**src/rtl/seq_det_pkg.sv**
```systemverilog
// Shared constants, overlap-mode encoding and the pattern-length legality
// check for the programmable sequence detector.
package seq_det_pkg;

  typedef enum logic {
    OVL_OFF = 1'b0,
    OVL_ON  = 1'b1
  } ovl_mode_t;

  localparam int DFLT_MAX_LEN = 16;
  localparam int DFLT_CNT_W   = 8;
  localparam int DFLT_LEN     = 8;
  localparam logic [31:0] DFLT_PATTERN = 32'h0000_0055;

  function automatic logic len_ok(input int len, input int max_len);
    return (len >= 1) && (len <= max_len);
  endfunction

endpackage

```
**src/rtl/seq_det_cmp.sv**
```systemverilog
// Masked equality of the low len bits of history against the pattern.
// Purely combinational.
module seq_det_cmp #(
  parameter int MAX_LEN = 16,
  parameter int LEN_W   = 5
) (
  input  logic [MAX_LEN-1:0] history,
  input  logic [MAX_LEN-1:0] pattern,
  input  logic [LEN_W-1:0]   len,
  output logic               eq
);

  logic [MAX_LEN-1:0] mask;

  // NOTE: every output of an always_comb gets a value before any condition, so no latch is inferred.
  always_comb begin
    mask = '0;
    for (int i = 0; i < MAX_LEN; i++) begin
      mask[i] = (i < int'(len));
    end
    eq = ((history ^ pattern) & mask) == '0;
  end

endmodule

```
**src/rtl/seq_detector_prog.sv**
```systemverilog
// Runtime-programmable serial pattern detector with overlap control,
// input qualification and a saturating match counter.
module seq_detector_prog
  import seq_det_pkg::*;
#(
  parameter int MAX_LEN = DFLT_MAX_LEN,
  parameter int LEN_W   = 5,
  parameter int CNT_W   = DFLT_CNT_W,
  parameter logic [MAX_LEN-1:0] DEF_PATTERN = MAX_LEN'(DFLT_PATTERN),
  parameter int DEF_LEN = DFLT_LEN
) (
  input  logic               clk,
  input  logic               rst,
  input  logic               cfg_we,
  input  logic [MAX_LEN-1:0] cfg_pattern,
  input  logic [LEN_W-1:0]   cfg_len,
  input  logic               cfg_overlap,
  output logic               cfg_err,
  input  logic               din,
  input  logic               din_valid,
  input  logic               clr_cnt,
  output logic               flag,
  output logic [CNT_W-1:0]   match_cnt
);

  logic [MAX_LEN-1:0] pattern;
  logic [LEN_W-1:0]   len;
  ovl_mode_t          overlap;
  logic [MAX_LEN-1:0] history;
  logic [LEN_W-1:0]   fill;

  logic [MAX_LEN-1:0] hist_nxt;
  logic [LEN_W-1:0]   fill_inc;
  logic               sample;
  logic               cfg_ok;
  logic               eq;
  logic               match;

  // Match is judged on the history/fill as they will be after this edge.
  assign sample   = din_valid & ~cfg_we;
  assign hist_nxt = {history[MAX_LEN-2:0], din};
  assign fill_inc = (fill == LEN_W'(MAX_LEN)) ? fill : fill + LEN_W'(1);
  assign cfg_ok   = len_ok(int'(cfg_len), MAX_LEN);

  seq_det_cmp #(
    .MAX_LEN (MAX_LEN),
    .LEN_W   (LEN_W)
  ) u_cmp (
    .history (hist_nxt),
    .pattern (pattern),
    .len     (len),
    .eq      (eq)
  );

  assign match = sample && (fill_inc >= len) && eq;

  // NOTE: sequential state uses non-blocking assignments so every register sees pre-edge values.
  always_ff @(posedge clk or posedge rst) begin
    if (rst) begin
      pattern <= DEF_PATTERN;
      len     <= LEN_W'(DEF_LEN);
      overlap <= OVL_ON;
      history <= '0;
      fill    <= '0;
      flag    <= 1'b0;
      cfg_err <= 1'b0;
    end else begin
      flag    <= 1'b0;
      cfg_err <= 1'b0;
      if (cfg_we) begin
        if (cfg_ok) begin
          pattern <= cfg_pattern;
          len     <= cfg_len;
          overlap <= ovl_mode_t'(cfg_overlap);
          fill    <= '0;
        end else begin
          cfg_err <= 1'b1;
        end
      end else if (din_valid) begin
        history <= hist_nxt;
        fill    <= (match && overlap == OVL_OFF) ? '0 : fill_inc;
        flag    <= match;
      end
    end
  end

  // Clear wins over a same-cycle increment; the count sticks at all-ones.
  always_ff @(posedge clk or posedge rst) begin
    if (rst) begin
      match_cnt <= '0;
    end else if (clr_cnt) begin
      match_cnt <= '0;
    end else if (match && match_cnt != '1) begin
      match_cnt <= match_cnt + CNT_W'(1);
    end
  end

endmodule

```
**config.mk**
```make
export PLATFORM = sky130hd
export DESIGN_NAME = seq_detector_prog
export DESIGN_NICKNAME = d
export VERILOG_FILES = /design/src/rtl/seq_det_pkg.sv /design/src/rtl/seq_det_cmp.sv /design/src/rtl/seq_detector_prog.sv
export SDC_FILE = /design/constraint.sdc
export NUM_CORES = 1
export LEC_CHECK = 0
export CAP_MARGIN = 30
export CORE_ASPECT_RATIO = 1.75
export CORE_MARGIN = 10
export CORE_UTILIZATION = 54
export CTS_BUF_LIST = sky130_fd_sc_hd__clkbuf_16
export CTS_CLUSTER_DIAMETER = 80
export DETAILED_ROUTE_END_ITERATION = 7
export PLACE_DENSITY = 0.88
export REMOVE_ABC_BUFFERS = 1
export SETUP_SLACK_MARGIN = 0.05
export SLEW_MARGIN = 20
export SYNTH_ARGS = -nofsm -noshare
export SYNTH_HDL_FRONTEND = slang
export SYNTH_SLANG_ARGS = --single-unit
```
**constraint.sdc**
```tcl
create_clock -name clk -period 3.6 [get_ports clk]
set_input_delay 0.72 -clock clk [delete_from_list [all_inputs] [get_ports clk]]
set_output_delay 0.72 -clock clk [all_outputs]
set_load 0.03 [all_outputs]
```
* Word level (Yosys, flattened, before mapping) *
Cells that the tools add are included.
Widths: inputs -> output; s select.

storage, ports and cells
  flip-flop bits (word level) = 52
  bits of input ports = 28
  output and inout port bits = 10

operators by class
  $add $sub $neg = 2
  order comparisons = 19
  equality and inequality tests = 3
  muxes and demuxes = 11
  bitwise gates (word level) = 5
  reduce and logical (&&, ||, !) cells = 11

operators with widths
  operator             count
  $lt 4x5->1 const A   8
  $mux 5               5
  $lt 3x5->1 const A   4
  $and 16x16->16       1
  $logic_not 16->1     1
  $mux 8               2
  $xor 16x16->16       1
  $lt 1x5->1 const A   2
  $lt 2x5->1 const A   2
  $add 8x1->8 const B  1
  $ne 8x8->1 const B   1
  $reduce_and 2->1     3
  $add 5x1->5 const B  1
  $eq 5x5->1 const B   1
  $ge 5x1->1 const B   1
  $ge 5x5->1           1
  $le 5x5->1 const B   1
  $logic_and 1x1->1    5
  $mux 1               4
  $reduce_bool 2->1    2
  $ne 2x1->1 const B   1
  $not 1->1            2
  $and 1x1->1          1

* Longest topological paths before layout *
Gate-level depths: netlist of the first run.

  depth in word-level cells = 9
  gate-level depth with buffers = 12
  depth with buffers taken out = 12

* Cells and area by module *
From an unflattened synthesis of the first run, not the netlist that was laid out.

unflattened totals
  cells, all modules = 264
  area total of the unflattened synthesis = 2763.9 µm²

modules (own cells, without submodules)
  module             times used  cells an instance  area each (µm²)
  seq_detector_prog  1           211                2394.8
  seq_det_cmp        1           53                 369.1

* Worst setup path before layout of the first run *
OpenSTA, ideal clock, no wires.

  kind = input port to flip-flop
  start = input port din
  end = register fill[2]
  setup time = 0.122 ns
  arrival = 2.428 ns
  required time = 3.478 ns
  slack = 1.050 ns
  cell stages on the path = 7
  cell sequence = xor2_1 -> a222oi_1 -> o2111ai_1 -> or3_1 -> buf_2 -> or3_4 -> a32o_1

on the way
  cells in the longest elaborated chain, start to end = 8

ends and longest elaborated chain
  what                  RTL line                 text
  from (decl)           seq_detector_prog.sv:19  input logic din,
  $xor 16x16->16        seq_det_cmp.sv:21        eq = ((history ^ pattern) & mask) == '0;
  $and 16x16->16        seq_det_cmp.sv:21
  $logic_not 16->1      seq_det_cmp.sv:21
  $logic_and 1x1->1     seq_detector_prog.sv:55  assign match = sample && (fill_inc >= len) && eq;
  $logic_and 1x1->1     seq_detector_prog.sv:81  fill <= (match && overlap == OVL_OFF) ? '0 : fill_inc;
  $mux 5                seq_detector_prog.sv:81
  $mux 5                seq_detector_prog.sv:79  end else if (din_valid) begin
  $mux 5                seq_detector_prog.sv:70  if (cfg_we) begin
  to (signal assigned)  seq_detector_prog.sv:81
  to (decl)             seq_detector_prog.sv:30  logic [LEN_W-1:0] fill;

No other way between the ends. The select of a mux whose other input is x is not followed.
A chain may end at the register's enable or synchronous reset.

* Worst setup path after layout of the first run *
Ends and elaborated chain as after synthesis.

==> results_dict.tcl, run 1 <==
set metrics [dict create \
    crit_path_end_kind "register" \
    period_share 0.824 \
    grt_pass1_wl_um 9830 \
    die_w_um 73.2 \
    synth_top_area_share 0.430 \
    max_freq_mhz 337 \
    critPathSlowestCell "or3_1" \
    design_area_um2 3220 \
    hp-start "history[14]" \
    dp_cells 340 \
    die_area_um2 8280 \
    avgViaCountPerCell 5.92 \
    avgRoutedWirePerCell_um 16.7 \
    yosysTopAreaCell "dfrtp_1" \
    grt_max_degree 29 \
    crit_fanout 17 \
    dpl_cell_area_um2 3080 \
    holdPathStages 2 \
    use_met1 0.158 \
    peakVddDrop_mv 0.469 \
    grt_pass1_vias 2108 \
    grt_busiest_layer "met2" \
    hold_violations 0 \
    path_cells "clkdlybuf4s50_1, xor2_1, a222oi_1, o2111ai_1, or3_1, or3_4, a32o_1" \
    synth_edf_count 0 \
    htree_num_levels 2 \
    setup_viol 0 \
    crit_type "primary input to register" \
    start_kind "primary input" \
    rsz0062_at_grt "false" \
    synth_area_leaders "dfrtp_1, mux2_2, nand2_1, dfstp_2, ha_1" \
    dpl.hpwl_um 4330 \
    r2r-start "fill[0]" \
    postCtsSetupBuffers 0 \
    ys_seq_area_frac 0.489 \
    fin_skew_ns 0.00433 \
    place_congestion 0.863 \
    tritoncts "yes" \
    worstMarginPinSlew_ns 0.614 \
    core_um2 4750 \
    grt_overflow 0 \
    slew_headroom 0.591 \
    antenna_found_initial 0 \
    nets 331 \
    postSynthCellCount 261 \
    die_height_um 113 \
    path_clk_slew_ns 0.06 \
    synth.ff_latch_count 52 \
    met2_usage 0.244 \
    postRouteAntennaNets 0 \
    ff2ff_path_depth 12 \
    synth.avg_cell_area_um2 10.2 \
    timing.rr.end "match_cnt[6]" \
    rows 33 \
    ioPinCount 38 \
    num_vias 2061 \
    ys_dominant_reg_cell "dfrtp_1" \
    outcome "finished, final reports clean" \
    initial_utilization 0.563 \
    port_buffers 37 \
    finalPower_mw 1.56 \
    clk_latency_ns 0.29 \
    setup_tns_ns 0 \
    cts_resized 0 \
    period_minus_slack_ns 2.97 \
    cap_violations 0 \
    ys_warn_count 0 \
    instances_no_fill 348 \
    grt_util_met3 0.0324 \
    cts_root_buf "clkbuf_16" \
    hp-class "register to register" \
    required_ns 3.77 \
    leakage_nw 1.41 \
    synthArstFlopShare 1.00 \
    cts_buffer_depth 2 \
    antenna_cells 0 \
    ctsHoldBuffers 0 \
    critPathArrivalTime_ns 3.14 \
    synthesis.area_um2 2680 \
    yosysUniqueCellTypes 43 \
    finalMaxSlewViolations 0 \
    clock-sinks 52 \
    gr-usage-all-layers 0.145 \
    firstDrtPassIters 4 \
    drtIter0Drc 110 \
    numCtsBuffers 5 \
    syn_to_final_growth_pct 20.3 \
    drc 0 \
    min_to "history[14]" \
    slowest_delay_ns 0.56 \
    routed_wl_um 5800 \
    rrSetupSlack_ns 0.71 \
    layout-drive-gt1-share 0.139 \
    p_per_area_nw_per_um2 483 \
]
[worst max-delay path, delay by kind of cell]
kind	cells	cell delay (ns)
buffers and inverters	1	0.44
AND/OR/NAND/NOR	2	1.03
AO/OA/AOI/OAI	3	0.78
XOR/XNOR	1	0.17
[layer usage]
layer  share of wire  wire length, um
met5               0                0
met4           0.039              224
met3           0.052              303
met2            0.54             3130
met1            0.37             2140
[synthesized netlist by cell type, types with 2 or more instances]
master,count
a32o_1,4
a21oi_1,12
or4_1,5
ha_1,8
or3_1,5
buf_2,2
nand2b_1,2
o22ai_1,2
a211o_1,2
xnor2_1,11
o31ai_1,6
a211oi_1,2
nor2b_1,2
nand4_1,3
nand2_1,51
mux2_2,22
dfrtp_1,46
a31oi_1,4
buf_6,2
xor2_1,9
o21ai_0,7
clkbuf_1,4
buf_1,5
nor2_1,5
nand3_1,7
dfstp_2,6
inv_1,11
[kinds of logic after synthesis]
| kind of cell | count (synthesis) | synth area share |
|---|---|---|
| AND/OR/NAND/NOR | 87 | 0.152 |
| flip-flops | 52 | 0.489 |
| AO/OA/AOI/OAI | 48 | 0.123 |
| buffers and inverters | 24 | 0.0402 |
| multiplexers | 22 | 0.0926 |
| XOR/XNOR | 20 | 0.0655 |
| adder cells (fa/ha/maj) | 8 | 0.0374 |
[placed cells by master (no fill, tap or decap), drive strengths merged, types with 2 or more instances in the layout]
cell and instances:
a211o 2, nand4 3, nor2b 2, or4 5
clkdlybuf4s50 37, a31oi 4, nand3 7, dfrtp 46
a211oi 2, clkinv 3, a32o 4, nand2 51
clkbuf 5, o22ai 2, nand2b 2, xor2 9
nor2 5, a21oi 12, mux2 22, o31ai 6
o21ai 7, inv 11, ha 8, xnor2 11
buf 3, or3 6, dfstp 6
[cell type report]
class	instances	area, um2
Clock buffer	5	125
Clock inverter	3	13.8
Fill cell	347	1530
Inverter	11	41.3
Multi-Input combinational cell	185	1260
Sequential cell	52	1310
Tap cell	52	65.1
Timing Repair Buffer	40	405
[worst max-delay path by stage]
stage / start / to / slack [ns] / cells after the start
detailed placement: din / fill[2] / 0.33 / 7
CTS: din / fill[2] / 0.63 / 7
floorplan: din_valid / fill[2] / 0.62 / 5
finish: din / fill[2] / 0.63 / 7
global placement: din / fill[1] / 0.38 / 7
global route: fill[0] / match_cnt[5] / 0.42 / 12
[power by group]
| part | switching [mW] | leakage (nW) | internal [mW] |
|---|---|---|---|
| Sequential | 0.0913 | 0.658 | 0.675 |
| Clock | 0.203 | 0.0710 | 0.253 |
| Combinational | 0.159 | 0.677 | 0.175 |
| Total | 0.453 | 1.41 | 1.10 |
[state kept, by name, summed over array words and instances, names as in the netlist]
name	flops
pattern	16
history	15
match_cnt	8
fill	5
len	5
cfg_err	1
flag	1
overlap	1
[metrics by stage]
step | utilization | worst slack, ns | hold slack [ns]
floorplan | - | 0.617 | 0.465
global placement | 0.644 | 0.375 | 0.482
detailed placement | 0.648 | 0.333 | 0.501
CTS | 0.678 | 0.630 | 0.518
global route | 0.678 | 0.422 | 0.541
finish | 0.678 | 0.633 | 0.511
Power figures use the tool's default switching activity.
==> inputs of run 2 (changes only) <==
--- a/config.mk
+++ b/config.mk
@@ -8,11 +8,11 @@
 export CAP_MARGIN = 30
 export CORE_ASPECT_RATIO = 1.75
 export CORE_MARGIN = 10
-export CORE_UTILIZATION = 54
+export CORE_UTILIZATION = 49
 export CTS_BUF_LIST = sky130_fd_sc_hd__clkbuf_16
 export CTS_CLUSTER_DIAMETER = 80
 export DETAILED_ROUTE_END_ITERATION = 7
-export PLACE_DENSITY = 0.88
+export PLACE_DENSITY = 0.85
 export REMOVE_ABC_BUFFERS = 1
 export SETUP_SLACK_MARGIN = 0.05
 export SLEW_MARGIN = 20
==> constraint.sdc (replaced) <==
create_clock -name clk -period 2.6 [get_ports clk]
set_input_delay 0.52 -clock clk [delete_from_list [all_inputs] [get_ports clk]]
set_output_delay 0.52 -clock clk [all_outputs]
set_load 0.03 [all_outputs]
==> results_dict.tcl, run 2 (synthesis gave the netlist of run 1 again) <==
set metrics [dict create \
    outcome "finished, violations left" \
    failed_checks "negative setup slack" \
    clk_latency_ns 0.29 \
    leakage_nw 1.58 \
    num_vias 2211 \
    period_share 1.03 \
    gr-usage-all-layers 0.151 \
    clock-sinks 52 \
    peakVddDrop_mv 0.517 \
    finalPower_mw 2.45 \
    firstDrtPassIters 4 \
    holdWs_ns 0.499 \
    antenna_found_initial 0 \
    layout-drive-gt1-share 0.288 \
    required_ns 2.81 \
    die_height_um 118 \
    dpl.hpwl_um 4410 \
    crit_path_end_kind "register" \
    grt_overflow 0 \
    place_congestion 0.855 \
    avgRoutedWirePerCell_um 16.7 \
    period_minus_slack_ns 2.68 \
    tritoncts "yes" \
    die_area_um2 8930 \
    drc 0 \
    postRouteAntennaNets 0 \
    reg_top3 "pattern x16, history x15, match_cnt x8" \
    hold_violations 0 \
    syn_to_final_growth_pct 35.3 \
    setup_slack_ns -0.0784 \
    numCtsBuffers 5 \
    htree_num_levels 2 \
    crit_fanout 3 \
    max_freq_mhz 373 \
    rows 35 \
    antenna_cells 0 \
    fin_skew_ns 0.00800 \
    nets 358 \
    crit_type "register to register" \
    path_clk_slew_ns 0.07 \
    drtIter0Drc 147 \
    initial_utilization 0.505 \
    nFillCells 377 \
    avgViaCountPerCell 5.57 \
    start_kind "register" \
    routed_wl_um 6620 \
    hp-class "register to register" \
    ctsHoldBuffers 0 \
    die_w_um 75.9 \
    grt_pass1_vias 2268 \
    cts_root_buf "clkbuf_16" \
    ioPinCount 38 \
    critPathArrivalTime_ns 2.88 \
    most-common-layout-cells "nand2_1, dfrtp_1, clkdlybuf4s50_1" \
    layout_commonest_cell "nand2_1" \
    grt_max_degree 53 \
    worstMarginPinSlew_ns 0.924 \
    grt_pass1_wl_um 10800 \
    p_per_area_nw_per_um2 676 \
    rsz0062_at_grt "true" \
    regMostFlops "pattern" \
    cap_violations 0 \
    port_buffers 37 \
    finalMaxSlewViolations 0 \
    slew_headroom 0.379 \
    setup_viol 11 \
    largest_reg_flops 16 \
    cts_buffer_depth 2 \
    core_um2 5300 \
]
[run 2: cell count changes in the layout (fill, tap and decap cells not counted), moves of 2 or more]
cell | previous run | this run
a21oi_1 | 12 | 7
a21oi_2 | 0 | 5
buf_4 | 2 | 26
buf_6 | 0 | 2
ha_1 | 8 | 6
inv_2 | 1 | 3
o21ai_0 | 7 | 5
or3_1 | 5 | 3
or3_4 | 1 | 3
or4_1 | 5 | 2
or4_4 | 0 | 3
[run 2: layout make-up]
| type | count | area [um2] | area share |
|---|---|---|---|
| clock buffer | 5 | 125 | 0.0346 |
| clock inverter | 3 | 38.8 | 0.0107 |
| inverter | 11 | 41.3 | 0.0114 |
| multi-input combinational | 185 | 1400 | 0.387 |
| sequential | 52 | 1310 | 0.362 |
| tap | 74 | 92.6 | 0.0256 |
| timing repair buffer | 67 | 612 | 0.169 |
[run 2: critical path, cell delays in order, from the launching register on]
cell	delay (ns)
dfrtp_1	0.41
inv_2	0.09
ha_4	0.13
nand3b_1	0.10
nand3_1	0.09
o21ai_1	0.09
ha_1	0.33
a21o_1	0.18
a31oi_4	0.04
o21ai_2	0.18
buf_6	0.15
buf_4	0.10
nand4_1	0.10
or3_4	0.43
a21oi_2	0.15
[run 2: where the power goes]
part | switching [mW] | internal (mW)
Clock | 0.283 | 0.449
Combinational | 0.305 | 0.353
Sequential | 0.122 | 0.935
[run 2: what timing repair did]
| action | in CTS | in global routing |
|---|---|---|
| gates resized for setup | 17 | 17 |
| endpoints found under the setup margin | 13 | 13 |
| pin swaps | 16 | 11 |
| gates cloned | 1 | 0 |
| buffers inserted | 4 | 3 |
[run 2: stage by stage]
step,setup slack (ns),util,std cells,instance area (um2),setup TNS [ns]
after floorplan,-0.183,-,248,2610,-1.40
after global placement,-0.282,0.613,381,3250,-2.92
after detailed placement,-0.323,0.613,381,3250,-3.22
after CTS,-0.0205,0.662,394,3510,-0.0873
after global routing,-0.253,0.683,397,3620,-2.40
final,-0.0784,0.683,397,3620,-0.327
[run 2: final timing paths]
check,from,slack [ns],cells past startpoint,to
worst max-delay path,fill[0],-0.08,14,match_cnt[2]
max in group asynchronous,rst,1.40,3,len[1]
worst min register to register,history[14],0.50,2,history[14]
worst min-delay path,history[14],0.50,2,history[14]
min in group asynchronous,rst,0.72,3,pattern[8]
worst max register to register,fill[0],-0.08,14,match_cnt[2]
[run 2: layer usage]
metal  global-route usage  part of all wire  vias up
li1                     -                 -     1036
met1                0.159              0.37     1097
met2                0.273              0.57       60
met3               0.0270             0.034       18
met4               0.0631             0.023        0
met5                    0                 0        -
==> inputs of run 3 (changes only) <==
--- a/config.mk
+++ b/config.mk
@@ -8,11 +8,13 @@
 export CAP_MARGIN = 30
 export CORE_ASPECT_RATIO = 1.75
 export CORE_MARGIN = 10
-export CORE_UTILIZATION = 49
+export CORE_UTILIZATION = 55
 export CTS_BUF_LIST = sky130_fd_sc_hd__clkbuf_16
-export CTS_CLUSTER_DIAMETER = 80
+export CTS_CLUSTER_DIAMETER = 50
 export DETAILED_ROUTE_END_ITERATION = 7
-export PLACE_DENSITY = 0.85
+export DONT_BUFFER_PORTS = 1
+export HOLD_SLACK_MARGIN = 0.05
+export PLACE_DENSITY = 0.82
 export REMOVE_ABC_BUFFERS = 1
 export SETUP_SLACK_MARGIN = 0.05
 export SLEW_MARGIN = 20
==> results_dict.tcl, run 3 (synthesis gave the netlist of run 1 again) <==
set metrics [dict create \
    switching_share 0.291 \
    htree_num_levels 2 \
    worstMarginPinSlew_ns 0.605 \
    clock-sinks 52 \
    die_height_um 112 \
    hold_violations 0 \
    outcome "finished, final reports clean" \
    numCtsBuffers 5 \
    grt_max_degree 31 \
    hp-class "primary input to async pin" \
    nFillCells 362 \
    seq_power_share 0.484 \
    clockPowerShare 0.287 \
    p_per_area_nw_per_um2 720 \
    tritoncts "yes" \
    dpl_cell_area_um2 2790 \
    crit_type "register to register" \
    grt_pass1_wl_um 9570 \
    grt_overflow 0 \
    drc 0 \
    rows 33 \
    finalMaxSlewViolations 0 \
    initial_utilization 0.568 \
    grt_util_met3 0.0353 \
    crit_path_end_kind "register" \
    num_vias 2003 \
    postRouteAntennaNets 0 \
    die_w_um 72.7 \
    rsz0062_at_grt "true" \
    cap_violations 0 \
    crit_fanout 7 \
    dpl.hpwl_um 4360 \
    max_freq_mhz 387 \
    clk_latency_ns 0.29 \
    antenna_found_initial 0 \
    layout-drive-gt1-share 0.264 \
    path_clk_slew_ns 0.07 \
    comb_power_share 0.230 \
    critPathArrivalTime_ns 2.79 \
    die_area_um2 8160 \
    use_met1 0.137 \
    setup_viol 0 \
    met2_usage 0.273 \
    start_kind "register" \
    peakVddDrop_mv 0.541 \
    drtIter0Drc 99 \
    grt_busiest_layer "met2" \
    core_um2 4710 \
    fin_skew_ns 0.00830 \
    path_cells "a211o_1, o21a_1, a2111o_1, or3_4, buf_4, or4_1, a21oi_1" \
    firstDrtPassIters 5 \
    period_minus_slack_ns 2.58 \
    largest_reg_flops 16 \
    slew_headroom 0.597 \
    slowest_delay_ns 0.51 \
    avgRoutedWirePerCell_um 17.9 \
    cts_root_buf "clkbuf_16" \
    period_share 0.993 \
    most-common-layout-cells "nand2_1, dfrtp_1, mux2_2" \
    place_congestion 0.843 \
    critPathSlowestCell "or4_1" \
    antenna_cells 0 \
    layout_commonest_cell "nand2_1" \
    port_buffers 0 \
    reg_top3 "pattern x16, history x15, match_cnt x8" \
    syn_to_final_growth_pct 13.1 \
    required_ns 2.81 \
    nets 311 \
    design_area_um2 3030 \
    gr-usage-all-layers 0.143 \
    power.internal_mw 1.55 \
    regMostFlops "pattern" \
    cts_buffer_depth 2 \
    avgViaCountPerCell 6.11 \
    power.switching_mw 0.635 \
    grt_pass1_vias 2117 \
    ioPinCount 38 \
    instances_no_fill 328 \
    leakage_nw 1.35 \
    routed_wl_um 5860 \
    dp_cells 316 \
]
-- run 3: changes by cell type in the layout (fill, tap and decap cells not counted), sizes merged --
cell	before	now
clkdlybuf4s50	36	0
buf	30	20
bufinv	1	0
clkinvlp	0	1
dlygate4sd2	1	0
-- run 3: layer usage --
metal,wire [um],share of wire
met4,119,0.020
met1,2050,0.35
met3,350,0.060
met5,0,0
met2,3340,0.57
-- run 3: power groups by stage --
stage	registers, mW	logic [mW]	clock network [mW]
3_5_place_dp	1.06	0.456	0
6_report	1.05	0.501	0.625
3_3_place_gp	1.06	0.441	0
4_1_cts	1.05	0.481	0.636
5_1_grt	1.07	0.559	0.668
2_1_floorplan	1.04	0.330	0
-- run 3: what timing repair did --
action                     in CTS  in global routing
cloned                          0                  0
hold buffers                    0                  0
setup endpoints to repair      12                 12
setup buffers                   1                  3
resized for setup              10                 10
pin swaps                       3                  5
-- run 3: stage by stage --
step                      hold slack [ns]  setup slack, ns   util  setup TNS, ns  power (mW)
after global routing                0.230          -0.0282  0.643         -0.148        2.29
after detailed placement            0.502          -0.0529  0.594         -0.165        1.52
after floorplan                     0.465           -0.183      -          -1.40        1.37
final                               0.184           0.0178  0.643              0        2.18
after global placement              0.480         -0.00669  0.594        -0.0119        1.50
after CTS                           0.199           0.0504  0.631              0        2.17
-- run 3: layout make-up --
type                            count  area [um2]  share of cell area
Sequential cell                    52        1310               0.434
Clock inverter                      3        15.0             0.00496
Tap cell                           52        65.1              0.0215
Multi-Input combinational cell    185        1310               0.434
Timing Repair Buffer               20         154              0.0508
Inverter                           11        41.3              0.0136
Clock buffer                        5         125              0.0413
-- run 3: final timing paths --
kind,slack (ns),from,cells after the start,end
setup / recovery,0.02,len[1],7,match_cnt[5]
hold / removal,0.18,rst,1,pattern[10]
setup reg to reg,0.02,len[1],7,match_cnt[5]
hold reg to reg,0.51,history[6],2,history[7]
max in group asynchronous,1.78,rst,2,overlap
min in group clk,0.28,clr_cnt,1,match_cnt[3]
-- run 3: worst max-delay path: cells and delay by family (launching register included) --
family | cells | cell delay (ns)
AOI/OAI and AO/OA | 4 | 1.02
buffers and inverters | 1 | 0.17
DFF | 1 | 0.45
and+or+nand+nor | 2 | 0.87
